$ cat src/rtl/stopwatch_pkg.sv
// Shared types and defaults for the stopwatch front-panel controller.
package stopwatch_pkg;

  typedef enum logic [2:0] {
    ST_IDLE  = 3'd0,
    ST_RUN   = 3'd1,
    ST_LAP   = 3'd2,
    ST_PAUSE = 3'd3,
    ST_OVF   = 3'd4,
    ST_CLEAR = 3'd5
  } sw_state_e;

  localparam int unsigned DEBOUNCE_CYCLES_DEF = 4;
  localparam int unsigned CLEAR_CYCLES_DEF    = 2;
  localparam logic        KEY_ACTIVE          = 1'b0;

endpackage

$ cat src/rtl/button_debounce.sv
// Per-key synchroniser, debounce filter and one-shot press pulse.
module button_debounce
  import stopwatch_pkg::*;
#(
  parameter int unsigned DEBOUNCE_CYCLES = DEBOUNCE_CYCLES_DEF
) (
  input  logic clk,
  input  logic reset,
  input  logic key_n,
  output logic press
);

  localparam int unsigned CW = $clog2(DEBOUNCE_CYCLES + 1);
  localparam logic [CW-1:0] LAST = CW'(DEBOUNCE_CYCLES - 1);

  logic [1:0]    sync_q, sync_d;
  logic          level_q, level_d;
  logic [CW-1:0] cnt_q, cnt_d;
  logic          press_q, press_d;

  // Pulse fires on the same edge the level flips so the FSM acts one edge later.
  always_comb begin
    sync_d  = {sync_q[0], key_n};
    level_d = level_q;
    cnt_d   = '0;
    press_d = 1'b0;
    if (sync_q[1] != level_q) begin
      if (cnt_q == LAST) begin
        level_d = sync_q[1];
        press_d = (sync_q[1] == KEY_ACTIVE);
      end else begin
        cnt_d = cnt_q + 1'b1;
      end
    end
  end

  always_ff @(posedge clk) begin
    if (reset) begin
      sync_q  <= 2'b11;
      level_q <= ~KEY_ACTIVE;
      cnt_q   <= '0;
      press_q <= 1'b0;
    end else begin
      sync_q  <= sync_d;
      level_q <= level_d;
      cnt_q   <= cnt_d;
      press_q <= press_d;
    end
  end

  assign press = press_q;

endmodule

$ cat src/rtl/stopwatch_button_ctrl.sv
// Run/pause/lap/clear controller between the board keys and the counter core.
module stopwatch_button_ctrl
  import stopwatch_pkg::*;
#(
  parameter int unsigned DEBOUNCE_CYCLES = DEBOUNCE_CYCLES_DEF,
  parameter int unsigned CLEAR_CYCLES    = CLEAR_CYCLES_DEF
) (
  input  logic       CLK_100Hz,
  input  logic       reset,
  input  logic       key_start_n,
  input  logic       key_lap_n,
  input  logic       key_clear_n,
  input  logic       stopwatch_overflow,
  output logic       start_stop,
  output logic       hold,
  output logic       sw_reset_n,
  output logic       run_led,
  output logic       hold_led,
  output logic       ovf_led,
  output logic [2:0] state
);

  localparam int unsigned CCW = $clog2(CLEAR_CYCLES + 1);
  localparam logic [CCW-1:0] CLR_LAST = CCW'(CLEAR_CYCLES - 1);

  logic ev_start, ev_lap, ev_clear;

  button_debounce #(.DEBOUNCE_CYCLES(DEBOUNCE_CYCLES)) u_db_start (
    .clk   (CLK_100Hz),
    .reset (reset),
    .key_n (key_start_n),
    .press (ev_start)
  );

  button_debounce #(.DEBOUNCE_CYCLES(DEBOUNCE_CYCLES)) u_db_lap (
    .clk   (CLK_100Hz),
    .reset (reset),
    .key_n (key_lap_n),
    .press (ev_lap)
  );

  button_debounce #(.DEBOUNCE_CYCLES(DEBOUNCE_CYCLES)) u_db_clear (
    .clk   (CLK_100Hz),
    .reset (reset),
    .key_n (key_clear_n),
    .press (ev_clear)
  );

  sw_state_e      state_q, state_d;
  logic [CCW-1:0] clr_q, clr_d;

  always_comb begin
    state_d = state_q;
    clr_d   = '0;
    case (state_q)
      ST_IDLE: if (ev_start) state_d = ST_RUN;
      ST_RUN, ST_LAP: begin
        if (stopwatch_overflow)  state_d = ST_OVF;
        else if (ev_start)       state_d = ST_PAUSE;
        else if (ev_lap)
          state_d = (state_q == ST_RUN) ? ST_LAP : ST_RUN;
      end
      ST_PAUSE: begin
        if (ev_clear)      state_d = ST_CLEAR;
        else if (ev_start) state_d = ST_RUN;
      end
      ST_OVF: if (ev_clear) state_d = ST_CLEAR;
      ST_CLEAR: begin
        if (clr_q == CLR_LAST) state_d = ST_IDLE;
        else                   clr_d   = clr_q + 1'b1;
      end
      default: state_d = ST_CLEAR;
    endcase
  end

  always_ff @(posedge CLK_100Hz) begin
    if (reset) begin
      state_q <= ST_CLEAR;
      clr_q   <= '0;
    end else begin
      state_q <= state_d;
      clr_q   <= clr_d;
    end
  end

  always_comb begin
    run_led    = (state_q == ST_RUN) || (state_q == ST_LAP);
    hold_led   = (state_q == ST_LAP);
    ovf_led    = (state_q == ST_OVF);
    start_stop = ~run_led;
    hold       = ~hold_led;
    sw_reset_n = (state_q != ST_CLEAR);
    state      = state_q;
  end

endmodule
$ cat config.mk
export PLATFORM = sky130hd
export DESIGN_NAME = stopwatch_button_ctrl
export DESIGN_NICKNAME = d
export VERILOG_FILES = /design/src/rtl/stopwatch_pkg.sv /design/src/rtl/button_debounce.sv /design/src/rtl/stopwatch_button_ctrl.sv
export SDC_FILE = /design/constraint.sdc
export NUM_CORES = 1
export LEC_CHECK = 0
export CAP_MARGIN = 5
export CORE_MARGIN = 3
export CORE_UTILIZATION = 56
export CTS_BUF_LIST = sky130_fd_sc_hd__clkbuf_8 sky130_fd_sc_hd__clkbuf_16
export DETAILED_ROUTE_END_ITERATION = 12
export GPL_ROUTABILITY_DRIVEN = 0
export MAX_ROUTING_LAYER = met4
export PLACE_DENSITY = 0.84
export SLEW_MARGIN = 5
export SYNTH_ARGS = -nofsm -noshare
export SYNTH_HDL_FRONTEND = slang
export SYNTH_SLANG_ARGS = --single-unit
$ cat constraint.sdc
create_clock -name CLK_100Hz -period 2.8 [get_ports CLK_100Hz]
set_input_delay 0.56 -clock CLK_100Hz [delete_from_list [all_inputs] [get_ports CLK_100Hz]]
set_output_delay 0.56 -clock CLK_100Hz [all_outputs]
set_load 0.05 [all_outputs]
=== Word level (Yosys, flattened, before mapping) ===
Index checks and enable logic that the tools add are counted.

* Add/subtract/negate cells: 4
* Equal/unequal tests: 16
* Multiplexer cells: 9
* Bitwise operators: 12
* Reductions and logical operators: 14

{| class="wikitable"
|+ Operators by type and width
! operator !! number
|-
| $mux 3 || 7
|-
| $reduce_or 3->1 || 7
|-
| $eq 3x2->1 const B || 5
|-
| $pmux 3 s5 || 1
|-
| $not 1->1 || 12
|-
| $add 3x1->3 const B || 3
|-
| $eq 3x3->1 const B || 2
|-
| $reduce_and 2->1 || 3
|-
| $ne 4x2->1 const B || 1
|-
| $eq 3x1->1 const B || 1
|-
| $logic_not 3->1 || 1
|-
| $ne 1x1->1 || 3
|-
| $ne 3x3->1 const B || 1
|-
| $reduce_and 3->1 || 1
|-
| $add 2x1->2 const B || 1
|-
| $eq 2x1->1 const B || 1
|-
| $mux 2 || 1
|-
| $ne 2x1->1 const B || 1
|-
| $ne 2x2->1 const B || 1
|-
| $reduce_or 2->1 || 1
|-
| $logic_or 1x1->1 || 1
|}

* Register bits after elaboration: 26
* Input bits: 6
* Output and inout bits: 9
* Word-level logic and storage cells: 69

=== Logic depth before layout (Yosys ltp) ===
Gate-level depths: netlist of run 1.

* Depth after elaboration: 6
* Depth in mapped cells: 6
* Gate-level depth less buffers: 6

=== Hierarchy ===
A second synthesis of run 1 with hierarchy kept.

* Cell total of the unflattened synthesis: 100
* Area, all modules: 1107.3 sq um

{| class="wikitable"
|+ Modules (own cells, without submodules)
! module !! times used !! cells an instance !! area an instance (sq um) !! seq. area each (sq um)
|-
| button_debounce || 3 || 19 || 246.5 || 140.1
|-
| stopwatch_button_ctrl || 1 || 43 || 367.9 || 100.1
|}

=== Least setup slack after synthesis of run 1 ===
No wires, ideal clock.

* Kind: register to output
* From: register state_q[1], in the netlist state[1]
* To: output port hold_led
* Arrival: 1.837 ns
* Required time: 2.240 ns
* Setup slack: 0.403 ns
* Stages on the path, launching flop included: 4
* Path buffers: 1
* Path through: dfxtp_1 > buf_2 > nand3b_1 > inv_1

* Longest elaborated chain between the ends: 1

{| class="wikitable"
|+ Ends and longest elaborated chain
! item !! RTL line !! RTL
|-
| from (decl) || stopwatch_button_ctrl.sv:49 || <nowiki>sw_state_e state_q, state_d;</nowiki>
|-
| from (signal assigned) || stopwatch_button_ctrl.sv:81 || <nowiki>state_q <= state_d;</nowiki>
|-
| $eq 3x2->1 || stopwatch_button_ctrl.sv:88 || <nowiki>hold_led = (state_q == ST_LAP);</nowiki>
|-
| to (decl) || stopwatch_button_ctrl.sv:18 || <nowiki>output logic hold_led,</nowiki>
|}

No other way between the ends.

=== Worst setup path after layout of run 1 ===
* From: register state_q[1], in the netlist state[1]
* To: output port start_stop

* Longest elaborated chain between the ends: 3
* Elaborated cells on any way between the ends: 4
* Classes of those cells: eq/ne (2); bitwise (1); reduce/logical (1)

{| class="wikitable"
|+ Ends and longest elaborated chain
! item !! RTL line !! RTL
|-
| $eq 3x1->1 or $eq 3x2->1 (tied branches) || stopwatch_button_ctrl.sv:87 || <nowiki>run_led = (state_q == ST_RUN) || (state_q == ST_LAP);</nowiki>
|-
| $logic_or 1x1->1 * || stopwatch_button_ctrl.sv:87 ||
|-
| $not 1->1 * || stopwatch_button_ctrl.sv:90 || <nowiki>start_stop = ~run_led;</nowiki>
|-
| to (decl) || stopwatch_button_ctrl.sv:14 || <nowiki>output logic start_stop,</nowiki>
|}

Mark *: on every way between the ends. The rest lies on a longest branch, timed or not.

==> results.txt, run 1 <==
Initial antenna violation count: 0
Outcome: finished clean
Syn Area/Cell: 9.849 sq um
RSZ-0062 raised after global routing: no
Fmax: 393.3 MHz
Initial Utilization: 60.85%
CTS Buf Count: 3
Pleak: 0.5348 nW
Vias per cell: 5.007
Pin count of the biggest net entering global routing: 20
Share of post-route cells with drive strength above 1: 13.01%
Antenna Cells: 0
CTS sink cnt: 26
Hold Fails Final Rpt: 0
Synth-to-layout area growth: 19.70%
Clk root buf: clkbuf_8
CP Class: flop to primary output
Post-synthesis register bit count: 26
Global-route wire length before repair: 2.870 mm
Logic pwr share: 35.8%
GRT Total Usage: 15.74%
Fill cells: 139
Worst slew pin tran: 0.5531 ns
Post-route minimum period: 2.543 ns
Clk slew on worst S/H paths: 0.08 ns
Remaining antenna violation count after routing: 0
I/O Pins: 15
YS warnings: 0
PnR worst setup slack: 0.2573 ns
Worst reg2reg setup slack: 1.31 ns
Int Pwr: 677.3 uW
Hold_ws: 0.4150 ns
Nets: 137
PwrDens: 803.8 nW/um^2
Post-synthesis sequential area ratio: 48.48%
H-tree Lvls: 1
Sequential power share: 42.1%
Critical Path Sink Type: primary output
Max-slew headroom: 63.01%
Average wire per standard cell: 10.68 um
Core ar.: 1764 sq um
Placed Cells: 144
Crit path max fanout: 12
Fin Setup TNS: 0 ns
Crit Reg-Reg Endpoint: state[0]$_SDFFE_PP1P_
Max-cap check violation count: 0
Synthesized cell area: 1074 sq um
Fin crit share: 90.81%
Post-DP HPWL: 1.222 mm
Clock Skew: 0.001003 ns
Post-route DRC: 0
Die W: 49.79 um
Die Height: 49.79 um
Row count: 15
Gate Count Post-Synth: 109
Hold Path Stages: 1
Grt ovf: 0
CP startpoint kind: flop
Cell Count, Final, Fillers Out: 148
Commonest cells after routing, fill and taps aside: dfxtp_1 (26), nor2_1 (14), clkdlybuf4s50_1 (13)
Detailed Route Iter0 Violations: 10
Vias in the first global route: 736
Multi-input logic area: 498.0 sq um
Arr. time, crit path: 1.98 ns
Port Buffer Count: 14
Final setup fails: 0
Commonest non-fill, non-tap cell in the layout: dfxtp_1
Pre-antenna DRT Iters: 4
Final Max Tran Viols: 0
CTS tree: built
Worst hold path class: flop to flop
Latest clock arrival within the worst-skew pair: 0.26 ns
WP data required: 2.24 ns
Final wirelength: 1.580 mm
R2R cell count: 3
Yosys cell types: 28
Switching pwr: 355.6 uW
Place WS: 0.4021 ns
Register area: 520.5 sq um
Maximum vdd drop: 0.6356 mV
Power share of the clock group: 22.1%
Clock Tree Buf Depth: 2
Total power: 1.033 mW
Vias post-DR: 741
Hold Startpoint: u_db_start.sync_q[0]$_SDFF_PP1_
Net Sw Frac: 34.43%
Die Area: 2479 sq um
Synth Net Count: 122
Reg2reg start: state[2]$_SDFFE_PP1P_
Hold Crit Endpoint: u_db_start.sync_q[1]$_SDFF_PP1_
[cells by family after synthesis]
| group | Yosys count | share of synthesized area, % |
|---|---|---|
| simple gates | 43 | 23.54 |
| flops | 26 | 48.48 |
| buf+inv | 14 | 5.129 |
| compound gates | 13 | 9.557 |
| fa+ha+maj | 8 | 9.091 |
| xor+xnor | 4 | 3.263 |
| mux | 1 | 0.9324 |
[sequential cells by signal, summed over array words and instances (netlist names)]
register,flops
state,3
u_db_lap.cnt_q,3
u_db_clear.sync_q,2
u_db_start.sync_q,2
u_db_clear.cnt_q,3
u_db_start.press,1
u_db_clear.level_q,1
u_db_lap.press,1
u_db_lap.level_q,1
clr_q,2
u_db_lap.sync_q,2
u_db_clear.press,1
u_db_start.cnt_q,3
u_db_start.level_q,1
[how the worst max path moves through the flow]
stage	start	cells after the start	endpoint
6_report	state[1]$_SDFFE_PP0P_	3	start_stop
2_1_floorplan	state[1]$_SDFFE_PP0P_	3	hold_led
3_3_place_gp	state[1]$_SDFFE_PP0P_	4	run_led
3_5_place_dp	state[1]$_SDFFE_PP0P_	4	run_led
5_1_grt	state[1]$_SDFFE_PP0P_	3	start_stop
4_1_cts	state[1]$_SDFFE_PP0P_	4	run_led
[layout make-up]
type	count	area share, %
timing repair buffer	14	11.10
sequential	26	40.51
clock buffer	4	4.284
inverter	10	2.921
tap	25	2.434
multi-input combinational	69	38.75
[routing by layer]
metal	GRT usage [%]	vias up	routed length (um)
li1	-	388	-
met1	15.69	338	714
met2	27.97	13	772
met3	3.927	2	71
met4	8.295	0	22
met5	-	-	0
[synth_stat cells, drive strengths merged]
cell type	number	area [sq um]
a2bb2oi	1	15.01
mux2i	1	10.01
a211o	5	45.04
inv	10	37.54
buf	2	10.01
nor4bb	3	30.03
nor2	14	52.55
and2b	1	8.760
or4	1	11.26
nor3b	3	22.52
or2	7	43.79
nand3b	1	7.510
and2	1	6.260
a21oi	2	10.01
or3	4	25.02
dfxtp	26	520.5
xnor2	4	35.03
a31oi	1	6.260
nand2	2	7.510
o22a	1	10.01
maj3	1	10.01
o22ai	1	6.260
nor2b	4	25.02
o21ai	2	10.01
ha	7	87.58
nand2b	2	12.51
clkbuf	2	7.510
[worst max-delay path, cell delays in order (launching register included)]
cell and delay (ns):
dfxtp_1 0.54, xnor2_1 0.18, or2_2 0.31, clkdlybuf4s50_1 0.70
[per-stage QoR]
stage / utilization [%] / instance area, sq um
finish: 72.84 / 1285
global route: 72.84 / 1285
CTS: 72.70 / 1282
detailed placement: 69.57 / 1227
global placement: 69.57 / 1227
floorplan: - / 1074
[power by group through the flow]
stage / registers, mW / clock network, mW / logic (mW)
finish: 0.435 / 0.228 / 0.369
global route: 0.441 / 0.251 / 0.395
CTS: 0.435 / 0.234 / 0.374
detailed placement: 0.445 / 0 / 0.373
global placement: 0.441 / 0 / 0.366
floorplan: 0.464 / 0 / 0.252
[what timing repair did]
item,4_1_cts,5_1_grt
hold buffers,0,0
setup buffers,0,0
endpoints found under the setup margin,0,1
hold endpoints to repair,0,0
gates resized for setup,0,1
(Power assumes the default switching activity.)
==> run 2, diff against run 1 <==
--- a/config.mk
+++ b/config.mk
@@ -16,4 +16,5 @@
 export SLEW_MARGIN = 5
 export SYNTH_ARGS = -nofsm -noshare
 export SYNTH_HDL_FRONTEND = slang
+export SYNTH_HIERARCHICAL = 1
 export SYNTH_SLANG_ARGS = --single-unit
==> results.txt, run 2 <==
Port Buffer Count: 14
Row count: 15
Grt ovf: 0
Initial Utilization: 61.46%
Syn Area/Cell: 11.07 sq um
Post-synth top area share: 47.01%
Final Max Tran Viols: 0
Clock Tree Buf Depth: 2
Final core utilization: 72.99%
YS warnings: 6
Post-route minimum period: 2.622 ns
Pre-antenna DRT Iters: 4
CP Class: flop to primary output
Average wire per standard cell: 12.50 um
Int Pwr: 712.2 uW
PwrDens: 877.0 nW/um^2
Clk root buf: clkbuf_8
Synth-to-layout area growth: 18.76%
Top_reg_cell synth: dfxtp_1
I/O Pins: 15
Hold Startpoint: u_db_lap/sync_q[0]$_SDFF_PP1_
Max incr delay on CP: 0.79 ns
Asr flop ratio synth: 0%
Logic pwr share: 40.6%
Placed Cells: 137
Final setup fails: 0
Crit Reg-Reg Endpoint: state[0]$_SDFFE_PP1P_
Yosys cell types: 35
Post-DP HPWL: 1.303 mm
WP data required: 2.24 ns
Worst slew pin tran: 0.8705 ns
Synthesized cell area: 1107 sq um
Switching pwr: 441.1 uW
Worst reg2reg setup slack: 1.26 ns
Maximum vdd drop: 0.5918 mV
EDFF count, synth: 0
Crit path max fanout: 14
Register area: 520.5 sq um
RSZ-0062 raised after global routing: no
CTS Buf Count: 3
CTS tree: built
Cell Count, Final, Fillers Out: 141
Pin count of the biggest net entering global routing: 28
CP startpoint kind: flop
Post-route DRC: 0
Multi-input logic area: 538.0 sq um
Die Height: 50.47 um
Power share of the clock group: 20.1%
Detailed Route Iter0 Violations: 16
Hold Path Stages: 1
Count leader, synth: dfxtp_1
Hold Fails Final Rpt: 0
Vias in the first global route: 721
Synth area leaders: dfxtp_1 (47%), ha_1 (7.9%), nor4_1 (4.5%)
Outcome: finished clean
Commonest non-fill, non-tap cell in the layout: dfxtp_1
Yosys top cell by area: dfxtp_1
Nets: 130
Vias per cell: 5.504
Sequential power share: 39.4%
Initial antenna violation count: 0
CTS Hold Bufs: 0
Fmax: 381.4 MHz
CTS-repair resized insts: 0
Clock Skew: 0.004121 ns
Critical path cell sequence: xor2_1 > nand2_1 > inv_1 > clkdlybuf4s50_1
Post-synthesis sequential area ratio: 47.01%
Global-route wire length before repair: 3.042 mm
H-tree Lvls: 1
Die W: 50.47 um
Die Area: 2547 sq um
Final wirelength: 1.763 mm
Max-slew headroom: 41.78%
Top cells by count, synth: dfxtp_1 (26), nor4_1 (8), ha_1 (7), inv_1 (7), or2_2 (6)
Gate Count Post-Synth: 100
Latest clock arrival within the worst-skew pair: 0.26 ns
Reg2reg start: state[0]$_SDFFE_PP1P_
Antenna Cells: 0
Share of post-route cells with drive strength above 1: 21.55%
Synth Net Count: 113
Fin Setup TNS: 0 ns
CTS sink cnt: 26
Critical Path Sink Type: primary output
Setup bufs post-CTS: 0
Fin crit share: 93.64%
Clk slew on worst S/H paths: 0.08 ns
Max-cap check violation count: 0
Pleak: 0.5119 nW
R2R cell count: 4
GRT Total Usage: 15.88%
Total power: 1.153 mW
Core ar.: 1802 sq um
Slowest cell on crit path: clkdlybuf4s50_1
Arr. time, crit path: 2.06 ns
Vias post-DR: 776
Net Sw Frac: 38.24%
Worst hold path class: flop to flop
Commonest cells after routing, fill and taps aside: dfxtp_1 (26), clkdlybuf4s50_1 (14), nor4_1 (8)
Remaining antenna violation count after routing: 0
Hold Crit Endpoint: u_db_lap/sync_q[1]$_SDFF_PP1_
Post-synthesis register bit count: 26
Fill cells: 139
## run 2: changes by cell type after synthesis, sizes merged, moves of 3 or more
cell and change:
or3 -4, nor2 -11, nor4b +3, and4bb +3
nor3 +3, nor4 +8, nor3b -3
## run 2: routing by layer
layer  up-vias  part of all wire, %  global-route usage (%)
met5         -                    0                       -
met4         0                 0.79                   5.830
met3         2                  3.1                   2.671
met2        14                   49                   26.96
met1       361                   47                   18.88
li1        399                    -                       -
## run 2: worst max path at each step
stage                     slack [ns]       to  cells after the start                  start
final                           0.18  run_led                      4  state[0]$_SDFFE_PP1P_
after global routing            0.07  run_led                      4  state[0]$_SDFFE_PP1P_
after CTS                       0.17  run_led                      4  state[0]$_SDFFE_PP1P_
after detailed placement        0.48  run_led                      4  state[0]$_SDFFE_PP1P_
after global placement          0.52  run_led                      4  state[0]$_SDFFE_PP1P_
after floorplan                 0.22  ovf_led                      2  state[2]$_SDFFE_PP1P_
## run 2: power groups by stage
| stage | clock network [mW] | registers [mW] | logic (mW) |
|---|---|---|---|
| floorplan | 0 | 0.488 | 0.327 |
| global placement | 0 | 0.459 | 0.461 |
| detailed placement | 0 | 0.463 | 0.470 |
| CTS | 0.240 | 0.454 | 0.471 |
| global route | 0.253 | 0.462 | 0.502 |
| finish | 0.232 | 0.454 | 0.468 |
## run 2: critical path, delay by kind of cell (launching register included)
kind,cells,cell delay [ns]
xor gates and xnor gates,1,0.22
buffers and inverters,2,0.85
and+or+nand+nor,1,0.09
DFF,1,0.64
## run 2: kinds of logic after synthesis
family / share of synthesized area (%)
compound gates: 9.604
fa+ha+maj: 7.909
mux: 0.9040
xor+xnor: 3.955
simple gates: 26.21
buf+inv: 4.407
flops: 47.01
## run 2: layout make-up
class,count,area share (%)
multi-input cells,64,40.91
inverters,8,2.284
clock buffers,4,4.186
flip-flops and latches,26,39.58
repair buffers,14,10.66
well taps,25,2.379
## run 2: per-stage QoR
stage	worst slack (ns)	cell area [sq um]	hold WS [ns]
after floorplan	0.2167	1107	0.3895
after global placement	0.5238	1260	0.3910
after detailed placement	0.4773	1260	0.3956
after CTS	0.1741	1315	0.4159
after global routing	0.07364	1315	0.4275
final	0.1780	1315	0.4130
==> run 3, diff against run 2 <==
--- a/config.mk
+++ b/config.mk
@@ -6,13 +6,14 @@
 export NUM_CORES = 1
 export LEC_CHECK = 0
 export CAP_MARGIN = 5
+export CORE_ASPECT_RATIO = 0.7
 export CORE_MARGIN = 3
-export CORE_UTILIZATION = 56
+export CORE_UTILIZATION = 45
 export CTS_BUF_LIST = sky130_fd_sc_hd__clkbuf_8 sky130_fd_sc_hd__clkbuf_16
 export DETAILED_ROUTE_END_ITERATION = 12
 export GPL_ROUTABILITY_DRIVEN = 0
 export MAX_ROUTING_LAYER = met4
-export PLACE_DENSITY = 0.84
+export PLACE_DENSITY = 0.7
 export SLEW_MARGIN = 5
 export SYNTH_ARGS = -nofsm -noshare
 export SYNTH_HDL_FRONTEND = slang
==> results.txt, run 3 (same netlist as run 2, synthesis figures left out) <==
Outcome: finished clean
CP startpoint kind: flop
Crit path max fanout: 14
I/O Pins: 15
Global-route wire length before repair: 2.835 mm
Place WS: 0.4789 ns
Worst reg2reg setup slack: 1.24 ns
Die Height: 47.50 um
Pleak: 0.5189 nW
Area after DPL: 1269 sq um
Remaining antenna violation count after routing: 0
Grt ovf: 0
Max-slew headroom: 41.59%
GRT Total Usage: 12.34%
Pin count of the biggest net entering global routing: 28
Worst slew pin tran: 0.8734 ns
Arr. time, crit path: 2.07 ns
Die Area: 3101 sq um
Vias post-DR: 762
Average wire per standard cell: 11.34 um
Hold Fails Final Rpt: 0
CTS sink cnt: 26
Latest clock arrival within the worst-skew pair: 0.27 ns
Final instance area: 1340 sq um
Reg2reg start: state[0]$_SDFFE_PP1P_
WP data required: 2.24 ns
Post-route minimum period: 2.633 ns
Maximum vdd drop: 0.4425 mV
Clock Skew: 0.002079 ns
Pre-antenna DRT Iters: 4
Clk slew on worst S/H paths: 0.09 ns
CTS Buf Count: 3
Final Max Tran Viols: 0
RSZ-0062 raised after global routing: no
Hold Startpoint: u_db_lap/sync_q[0]$_SDFF_PP1_
Critical Path Sink Type: primary output
Final core utilization: 59.77%
Fin Setup TNS: 0 ns
CTS tree: built
Core ar.: 2242 sq um
Hold_ws: 0.4154 ns
Fmax: 379.8 MHz
CTS-repair resized insts: 0
Port Buffer Count: 14
Cell Count, Final, Fillers Out: 148
PwrDens: 917.2 nW/um^2
Post-route DRC: 0
Placed Cells: 144
Crit path from: state[0]$_SDFFE_PP1P_
Vias in the first global route: 649
Commonest non-fill, non-tap cell in the layout: dfxtp_1
CP Class: flop to primary output
Final setup fails: 0
Row count: 14
Commonest cells after routing, fill and taps aside: dfxtp_1 (26), clkdlybuf4s50_1 (14), nor4_1 (8)
Nets: 130
Final wirelength: 1.678 mm
Antenna Cells: 0
Clock Tree Buf Depth: 2
H-tree Lvls: 1
CTS Hold Bufs: 0
Detailed Route Iter0 Violations: 26
Vias per cell: 5.149
Fin crit share: 94.03%
Initial antenna violation count: 0
Worst hold path class: flop to flop
Post-DP HPWL: 1.185 mm
Synth-to-layout area growth: 21.02%
Share of post-route cells with drive strength above 1: 21.55%
Max-cap check violation count: 0
Clk root buf: clkbuf_8
PnR worst setup slack: 0.1672 ns
Initial Utilization: 49.39%
Total power: 1.229 mW
Setup bufs post-CTS: 0
Die W: 65.29 um
==> run 3: path summary, 6_finish.rpt <==
path / depth (start not counted) / endpoint
worst max-delay path: 4 / run_led
worst min-delay path: 1 / u_db_lap/sync_q[1]$_SDFF_PP1_
worst max register to register: 4 / state[0]$_SDFFE_PP1P_
worst min register to register: 1 / u_db_lap/sync_q[1]$_SDFF_PP1_
==> run 3: final cells by class <==
class | instances | area [sq um]
clock inverter | 1 | 30.03
fill | 206 | 902.1
clock buffer | 3 | 41.29
tap | 32 | 40.04
multi-input combinational | 64 | 538.0
sequential | 26 | 520.5
timing repair buffer | 14 | 140.1
inverter | 8 | 30.03
==> run 3: power breakdown <==
group          internal (mW)  switching [mW]  total, mW  leakage (nW)
combinational          0.186           0.284      0.470         0.271
sequential             0.402          0.0520      0.454         0.212
clock                  0.191           0.115      0.306        0.0357
total                  0.778           0.451       1.23         0.519
==> run 3: layer usage <==
metal | vias to the layer above | global-route usage (%) | share of wire (%)
met1 | 346 | 14.85 | 52
li1 | 398 | - | -
met3 | 2 | 5.164 | 6.7
met5 | - | - | 0
met2 | 16 | 19.72 | 41
met4 | 0 | 2.479 | 0.48
==> run 3: worst max-delay path, cell delays in order (launching register included) <==
cell and delay, ns:
dfxtp_1 0.64, xor2_1 0.23, nand2_1 0.09, inv_1 0.05, clkdlybuf4s50_1 0.79
